===== config.mk =====
export PLATFORM = sky130hd
export DESIGN_NAME = pipe_ctrl
export DESIGN_NICKNAME = d
export VERILOG_FILES = /design/src/rtl/pipe_pkg.sv /design/src/rtl/stall_counter.sv /design/src/rtl/pipe_ctrl.sv
export SDC_FILE = /design/constraint.sdc
export NUM_CORES = 1
export LEC_CHECK = 0
export CAP_MARGIN = 20
export CORE_MARGIN = 1
export CORE_UTILIZATION = 40
export DETAILED_ROUTE_END_ITERATION = 8
export GPL_ROUTABILITY_DRIVEN = 1
export HOLD_SLACK_MARGIN = 0.1
export PLACE_DENSITY = 0.81
export SYNTH_ARGS = -nofsm -noshare
export SYNTH_HDL_FRONTEND = slang
export SYNTH_SLANG_ARGS = --single-unit

===== constraint.sdc =====
create_clock -name clk -period 4.15 [get_ports clk]
set_input_delay 0.6225 -clock clk [delete_from_list [all_inputs] [get_ports clk]]
set_output_delay 0.6225 -clock clk [all_outputs]
set_load 0.03 [all_outputs]

===== src/rtl/pipe_pkg.sv =====
`default_nettype none
// ============================================================================
// Package     : pipe_pkg
// Description : Shared definitions for the 5-stage pipeline controller:
//               divider-handshake FSM state encoding and the default width
//               of the stall-cycle performance counter.
// Revision    : 1.0 - initial release
// ============================================================================
package pipe_pkg;

  // Divider handshake states.
  //   RUN      : normal flow, a mul/div in EX may launch the divider
  //   DIV_WAIT : divider busy, EX (and everything behind it) is held
  //   DIV_HOLD : result delivered, waiting for the EX instruction to advance
  typedef enum logic [1:0] {
    RUN      = 2'd0,
    DIV_WAIT = 2'd1,
    DIV_HOLD = 2'd2
  } state_e;

  localparam int unsigned CNT_W_DEF = 32;

endpackage : pipe_pkg
`default_nettype wire


===== src/rtl/stall_counter.sv =====
`default_nettype none
// ============================================================================
// Module      : stall_counter
// Description : Free-running wrapping counter with synchronous clear and
//               count enable. Wraps modulo 2^W.
// Ports       : clk     - clock
//               rst     - synchronous active-high reset (clears count)
//               clr_i   - synchronous clear
//               en_i    - increment enable
//               count_o - current count value
// Revision    : 1.0 - initial release
// ============================================================================
module stall_counter #(
  parameter int unsigned W = 32
) (
  input  logic         clk,
  input  logic         rst,
  input  logic         clr_i,
  input  logic         en_i,
  output logic [W-1:0] count_o
);

  logic [W-1:0] count_q;
  logic [W-1:0] count_d;

  always_comb begin
    count_d = count_q;
    if (clr_i) begin
      count_d = '0;
    end else if (en_i) begin
      // Natural binary overflow gives the modulo-2^W wrap.
      count_d = count_q + W'(1);
    end
  end

  always_ff @(posedge clk) begin
    if (rst) begin
      count_q <= '0;
    end else begin
      count_q <= count_d;
    end
  end

  assign count_o = count_q;

endmodule : stall_counter
`default_nettype wire


===== src/rtl/pipe_ctrl.sv =====
`default_nettype none
// ============================================================================
// Module      : pipe_ctrl
// Description : Central controller for the IF/ID/EX/MEM/WB pipeline. Merges
//               stall requests from every stage into per-stage hold and
//               bubble controls, sequences the divider start/cancel
//               handshake, and counts cycles in which the PC is held.
// Ports       : clk, rst             - clock, synchronous active-high reset
//               conflict_stall       - ID hazard request
//               inst_wait            - IF instruction fetch outstanding
//               data_wait            - MEM data access outstanding
//               div_req_ex           - EX holds a multicycle mul/div
//               div_done             - divider result valid pulse
//               exc_mem              - MEM-stage exception
//               stall_if..stall_mem  - per-stage hold
//               flush_id..flush_wb   - per-stage bubble insert
//               div_start/div_cancel - divider handshake pulses
//               pc_redirect          - PC loads exception vector
//               stall_cycles         - cycles with stall_if asserted
// Revision    : 1.0 - initial release
// ============================================================================
module pipe_ctrl
  import pipe_pkg::*;
#(
  parameter int unsigned CNT_W = CNT_W_DEF
) (
  input  logic             clk,
  input  logic             rst,
  input  logic             conflict_stall,
  input  logic             inst_wait,
  input  logic             data_wait,
  input  logic             div_req_ex,
  input  logic             div_done,
  input  logic             exc_mem,
  output logic             stall_if,
  output logic             stall_id,
  output logic             stall_ex,
  output logic             stall_mem,
  output logic             flush_id,
  output logic             flush_ex,
  output logic             flush_mem,
  output logic             flush_wb,
  output logic             div_start,
  output logic             div_cancel,
  output logic             pc_redirect,
  output logic [CNT_W-1:0] stall_cycles
);

  state_e state_q;
  state_e state_d;

  logic w_div_stall;

  // The divider stalls EX from the launch cycle until the result arrives.
  // Once the result is in (DIV_HOLD) EX only waits on downstream stages.
  assign w_div_stall = ((state_q == RUN)      && div_req_ex) ||
                       ((state_q == DIV_WAIT) && !div_done);

  // --------------------------------------------------------------------------
  // Stall / bubble / handshake outputs (combinational, zero latency)
  // --------------------------------------------------------------------------
  always_comb begin
    stall_if    = 1'b0;
    stall_id    = 1'b0;
    stall_ex    = 1'b0;
    stall_mem   = 1'b0;
    flush_id    = 1'b0;
    flush_ex    = 1'b0;
    flush_mem   = 1'b0;
    flush_wb    = 1'b0;
    div_start   = 1'b0;
    div_cancel  = 1'b0;
    pc_redirect = 1'b0;

    if (rst) begin
      // Keep bubbles flowing into every stage while in reset.
      flush_id  = 1'b1;
      flush_ex  = 1'b1;
      flush_mem = 1'b1;
      flush_wb  = 1'b1;
    end else if (exc_mem) begin
      // Exception squashes the whole pipe and redirects fetch; an
      // in-flight division is aborted.
      flush_id    = 1'b1;
      flush_ex    = 1'b1;
      flush_mem   = 1'b1;
      flush_wb    = 1'b1;
      pc_redirect = 1'b1;
      div_cancel  = (state_q == DIV_WAIT);
    end else begin
      // Each stage holds if it is itself blocked or anything ahead is.
      stall_mem = data_wait;
      stall_ex  = w_div_stall    | stall_mem;
      stall_id  = conflict_stall | stall_ex;
      stall_if  = inst_wait      | stall_id;

      // A bubble enters a stage exactly where a held stage meets a
      // moving one.
      flush_id  = stall_if  & ~stall_id;
      flush_ex  = stall_id  & ~stall_ex;
      flush_mem = stall_ex  & ~stall_mem;
      flush_wb  = stall_mem;

      div_start = (state_q == RUN) && div_req_ex;
    end
  end

  // --------------------------------------------------------------------------
  // Divider handshake FSM
  // --------------------------------------------------------------------------
  always_comb begin
    state_d = state_q;
    if (exc_mem) begin
      state_d = RUN;
    end else begin
      case (state_q)
        RUN: begin
          if (div_req_ex) state_d = DIV_WAIT;
        end
        DIV_WAIT: begin
          if (div_done) state_d = DIV_HOLD;
        end
        DIV_HOLD: begin
          // Leaving only when EX advances keeps the same mul/div from
          // relaunching while it sits behind a MEM wait.
          if (!stall_ex) state_d = RUN;
        end
        default: state_d = RUN;
      endcase
    end
  end

  always_ff @(posedge clk) begin
    if (rst) begin
      state_q <= RUN;
    end else begin
      state_q <= state_d;
    end
  end

  // --------------------------------------------------------------------------
  // Stall-cycle performance counter (exception cycles have stall_if=0)
  // --------------------------------------------------------------------------
  stall_counter #(
    .W (CNT_W)
  ) u_stall_counter (
    .clk     (clk),
    .rst     (rst),
    .clr_i   (1'b0),
    .en_i    (stall_if),
    .count_o (stall_cycles)
  );

endmodule : pipe_ctrl
`default_nettype wire


==> flow_summary.toml, run 1 <==
[status]
status = "finished clean"

[cts]
root_buffer = "clkbuf_8"
cts_resized = 0
cts_setup_buffers = 0
cts_made_buffers = 5
clock_path_buffers = 2
clock-sinks = 34
cts_tree = "built"
cts_hold_buf = 0
clock_latency_ns = 0.29
htreeDepth = 2
clkTransAtPathRegs_ns = 0.06

[sta]
max_slew_margin_pct = 54.8
clock.fmax_mhz = 320
period_share_pct = 75.2
fin_skew_ns = 0.00634
drv_slew = 0
hold_viol_final = 0
hold_ws_ns = 0.491
setup_viol = 0
period_needed_ns = 3.12
worst_pin_slew_ns = 0.674
rsz0062_at_grt = "no"
tns_ns = 0

[finish]
antenna_cells = 0
fin_util_pct = 57.6
final_cells = 307
design_area_um2 = 2300
layout-area-overhead-vs-synth_pct = 37.9
nNetsFinal = 265
drive_gt1_share_pct = 4.67

[synth]
synth_area_per_cell_um2 = 8.10
syn_area_um2 = 1670
syn_inst = 206
ys_seq_area_share_pct = 40.8
synth_edf_count = 0
netlist_top_cells_count = "34 x dfxtp_1, 22 x nor2_1, 20 x a21oi_1"
ys.flop_type = "dfxtp_1"
synth_nets = 215
yosysWarnings = 0
async_flop_share_pct = 0
synth_most_common_cell = "dfxtp_1"
ys_top_cells_by_area = "dfxtp_1 41%, xor2_1 6.3%, a21oi_1 6.0%"
ys_seq_elements = 34
synth_cell_type_count = 31
yosys.area.top_type = "dfxtp_1"
yosys.area.top_type_share_pct = 40.8

[min_path]
hold_class = "reg -> reg"

[placed_design]
place_inst = 299
numPortBuffers = 50
gp_congestion = 0.793
dp_hpwl_mm = 2.81
dpl_cell_area_um2 = 2210

[die]
ioPinCount = 51
core_region_area_um2 = 4000
die_h_um = 66.6
num_rows = 23
die-area_um2 = 4430
start_util_pct = 41.7
fp.dieW_um = 66.6

[power_and_ir_drop]
power_leakage_nw = 0.750
powerDensity_nw_per_um2 = 281
p_int_w = 0.000488
clockPowerShare_pct = 38.6
swShare_pct = 24.5
peakVddDrop_v = 0.000151
combPwrFrac_pct = 10.0
p_sw_w = 0.000158
p_seq_share_pct = 51.4

[critical_path]
cp-start-kind = "input pin"
cpLargestDelayFamily = "buffers and inverters"
crit_buf_inv = 2
crit_fanout = 6
required_ns = 3.53
cpMostUsedCell = "clkdlybuf4s50_1"
crit_chain = "clkdlybuf4s50_1 -> or2_1 -> nor4b_1 -> clkdlybuf4s50_1"
cp_slowest_cell = "clkdlybuf4s50_1"
worst-setup-path-type = "in -> out"
critPathCaptureType = "output pin"
r2r_slack_ns = 1.93
slowest_delay_ns = 0.73
crit_arrival_ns = 2.50

[grt]
grt_pass1_vias = 1474
grt_pass1_wl_mm = 6.45
grt_max_degree = 36
antenna_found_initial = 0
track_usage_pct = 19.1
overflow = 0

[flow_run]
maxCapViolCount = 0

[routing]
wl_mm = 3.97
drc = 0
wire_per_inst_um = 12.9
via_per_inst = 5.48
dr.pass1.iters = 4
final_antenna_net_count = 0
drt_iter0_drc = 49
vias = 1682
## power by group through the flow
stage	Combinational, W	Sequential, W	Clock, W
2_1_floorplan	0.0000333	0.000343	0
3_3_place_gp	0.0000636	0.000340	0
3_5_place_dp	0.0000644	0.000340	0
4_1_cts	0.0000648	0.000332	0.000257
5_1_grt	0.0000692	0.000332	0.000272
6_report	0.0000647	0.000332	0.000250
## per-stage QoR
stage / worst slack [ns] / power [W]
after floorplan: 1.33 / 0.000376
after global routing: 0.891 / 0.000674
final: 1.03 / 0.000647
after global placement: 1.12 / 0.000403
after CTS: 1.02 / 0.000654
after detailed placement: 1.04 / 0.000404
## worst register-to-register path, cell delays in order (launching register included)
cell,delay [ns]
dfxtp_1,0.41
nand4_1,0.17
nor4_1,0.64
nand4_1,0.27
or4_1,0.51
a21oi_1,0.15
## cell usage in the layout, fill, tap and decap left out, drive strengths merged
cell and n:
or3 16, nand2b 1, xor2 12, clkbuf 7
nand2 11, clkinv 1, clkdlybuf4s50 49, o2111ai 8
nor2b 1, a21oi 20, o31ai 3, nor4b 1
xnor2 1, ha 1, inv 7, or2 1
buf 4, nand4 6, nor2 22, and3 5
o211ai 3, and2 4, nand3b 1, nor3 4
or4 3, nor4 2, o21ai 20, and3b 1
dfxtp 34, and4 2, nand3 6
## kinds of logic after synthesis
logic type                 after synthesis  share of synthesized area (%)
and+or+nand+nor                         87                           28.7
AOI/OAI and AO/OA                       54                           18.9
DFF                                     34                           40.8
buffers and inverters                   17                           4.05
xor gates and xnor gates                13                           6.82
adders and majority gates                1                          0.750
## metal layers
| layer | global-route usage (%) | vias up | wire length [um] |
|---|---|---|---|
| met5 | 0 | - | 0 |
| met4 | 5.59 | 0 | 53 |
| met3 | 6.85 | 6 | 262 |
| met2 | 32.4 | 39 | 1870 |
| met1 | 22.2 | 789 | 1780 |
| li1 | - | 848 | - |
## sequential cells by signal (all words and copies together) (netlist names)
name and count:
state_q 2, u_stall_counter.count_o 32
## area by class of cell
cell class	instances	area [um^2]
well taps	50	62.6
inverters	7	26.3
clock inverters	1	5.00
repair buffers	53	520
clock buffers	7	86.3
fillers	399	1700
multi-input cells	155	921
flip-flops and latches	34	681
## path summary, 6_finish.rpt
check             cells past startpoint                         from                     endpoint
hold reg to reg                       2  u_stall_counter.count_o[31]  u_stall_counter.count_o[31]
setup / recovery                      4                      exc_mem                    div_start
setup reg to reg                      5  u_stall_counter.count_o[19]  u_stall_counter.count_o[31]
hold / removal                        2  u_stall_counter.count_o[31]  u_stall_counter.count_o[31]
No activity file was read; power rests on OpenSTA's default activity.
==> run 2: changes to the inputs <==
clock period = 3.2 ns   (was 4.15 ns; I/O delays follow)
==> run 2 against run 1 <==
Against the previous run: global-route usage increased by 0.33 points; design area decreased by 0.33%; combinational power increased by 28%; worst setup slack got worse by 0.59 ns; clock skew increased by 0.0017 ns; first-iteration DRC count increased by 65%; non-clock buffer count unchanged; sequential power increased by 30%; sequential cell count unchanged.
==> flow_summary.toml, run 2 (synthesis results as in run 1) <==
[finish]
multi_input_area_um2 = 921
n_fill_cell = 385
antenna_cells = 0
nNetsFinal = 265
ff_latch_area_um2 = 681
drive_gt1_share_pct = 5.84
design_area_um2 = 2290
layout-area-overhead-vs-synth_pct = 37.5
layout_common_cells = "46 x clkdlybuf4s50_1, 34 x dfxtp_1, 22 x nor2_1, 20 x a21oi_1, 18 x o21ai_0"
largest_reg_flops = 32
layout_commonest_cell = "clkdlybuf4s50_1"

[critical_path]
required_ns = 2.72
cp-start-kind = "input pin"
worst-setup-path-type = "in -> out"
crit_arrival_ns = 2.29
r2r_slack_ns = 0.92
critPathCaptureType = "output pin"
crit_fanout = 10

[die]
fp.dieW_um = 66.6
ioPinCount = 51
num_rows = 23
core_region_area_um2 = 4000
start_util_pct = 41.7
die-area_um2 = 4430
die_h_um = 66.6

[cts]
cts_resized = 0
cts_tree = "built"
root_buffer = "clkbuf_8"
clock_path_buffers = 2
cts_hold_buf = 0
htreeDepth = 2
cts_made_buffers = 5
clock_latency_ns = 0.29
clock-sinks = 34
clkTransAtPathRegs_ns = 0.07
cts_setup_buffers = 0

[sta]
rsz0062_at_grt = "no"
period_share_pct = 86.5
max_slew_margin_pct = 53.2
drv_slew = 0
period_needed_ns = 2.77
worst_pin_slew_ns = 0.696
clock.fmax_mhz = 361
tns_ns = 0
setup_viol = 0
fin_skew_ns = 0.00801
hold_viol_final = 0

[power_and_ir_drop]
power_leakage_nw = 0.755
combPwrFrac_pct = 9.8
clockPowerShare_pct = 39.0
peakVddDrop_v = 0.000227
powerDensity_nw_per_um2 = 367
p_int_w = 0.000632
p_seq_share_pct = 51.2
swShare_pct = 24.9
p_sw_w = 0.000209

[grt]
grt_pass1_vias = 1456
grt_max_degree = 36
antenna_found_initial = 0
track_usage_pct = 19.4
grt_pass1_wl_mm = 6.47
overflow = 0

[placed_design]
dpl_cell_area_um2 = 2200
numPortBuffers = 50
gp_congestion = 0.791
dp_hpwl_mm = 2.90

[status]
status = "finished clean"

[routing]
wl_mm = 4.05
drc = 0
wire_per_inst_um = 13.2
dr.pass1.iters = 4
final_antenna_net_count = 0
vias = 1693
via_per_inst = 5.51
drt_iter0_drc = 81

[min_path]
hold_class = "reg -> reg"

[flow_run]
maxCapViolCount = 0
-- run 2: changes by cell type in the layout (fill, tap and decap cells not counted) --
cell,before,now
buf_4,4,7
clkdlybuf4s50_1,49,46
-- run 2: stage by stage --
| stage | power [W] | hold slack (ns) | cells | setup slack, ns | util (%) |
|---|---|---|---|---|---|
| after floorplan | 0.000488 | 0.538 | 206 | 0.663 | - |
| after global placement | 0.000523 | 0.466 | 299 | 0.429 | 55.1 |
| after detailed placement | 0.000524 | 0.491 | 299 | 0.396 | 55.1 |
| after CTS | 0.000847 | 0.501 | 307 | 0.432 | 57.4 |
| after global routing | 0.000879 | 0.525 | 307 | 0.259 | 57.4 |
| final | 0.000842 | 0.496 | 307 | 0.433 | 57.4 |
-- run 2: layer usage --
metal | up-vias | track usage, % | share of wire, %
met5 | - | 0 | 0
met2 | 48 | 32.2 | 47
met1 | 791 | 22.9 | 45
met3 | 6 | 6.68 | 6.9
li1 | 848 | - | -
met4 | 0 | 7.18 | 1.3
-- run 2: critical path: stages --
cell	delay [ns]
clkdlybuf4s50_1	0.44
or2_1	0.33
nor4_4	0.45
buf_4	0.25
nor2_1	0.11
inv_1	0.07
buf_4	0.15
-- run 2: layout make-up --
class | count | area share, %
Clock buffer | 7 | 3.76
Clock inverter | 1 | 0.218
Inverter | 7 | 1.15
Multi-Input combinational cell | 155 | 40.1
Sequential cell | 34 | 29.7
Tap cell | 50 | 2.73
Timing Repair Buffer | 53 | 22.4
-- run 2: path summary, 6_finish.rpt --
kind,from,endpoint,cells after the start
setup / recovery,exc_mem,stall_if,7
hold / removal,u_stall_counter.count_o[31],u_stall_counter.count_o[31],2
setup reg to reg,u_stall_counter.count_o[19],u_stall_counter.count_o[31],5
hold reg to reg,u_stall_counter.count_o[31],u_stall_counter.count_o[31],2
-- run 2: power by group through the flow --
stage               Combinational, W  Sequential [W]  Clock, W
floorplan                  0.0000432        0.000445         0
global placement           0.0000820        0.000441         0
detailed placement         0.0000827        0.000441         0
CTS                        0.0000828        0.000431  0.000333
global route               0.0000886        0.000431  0.000359
finish                     0.0000826        0.000431  0.000328
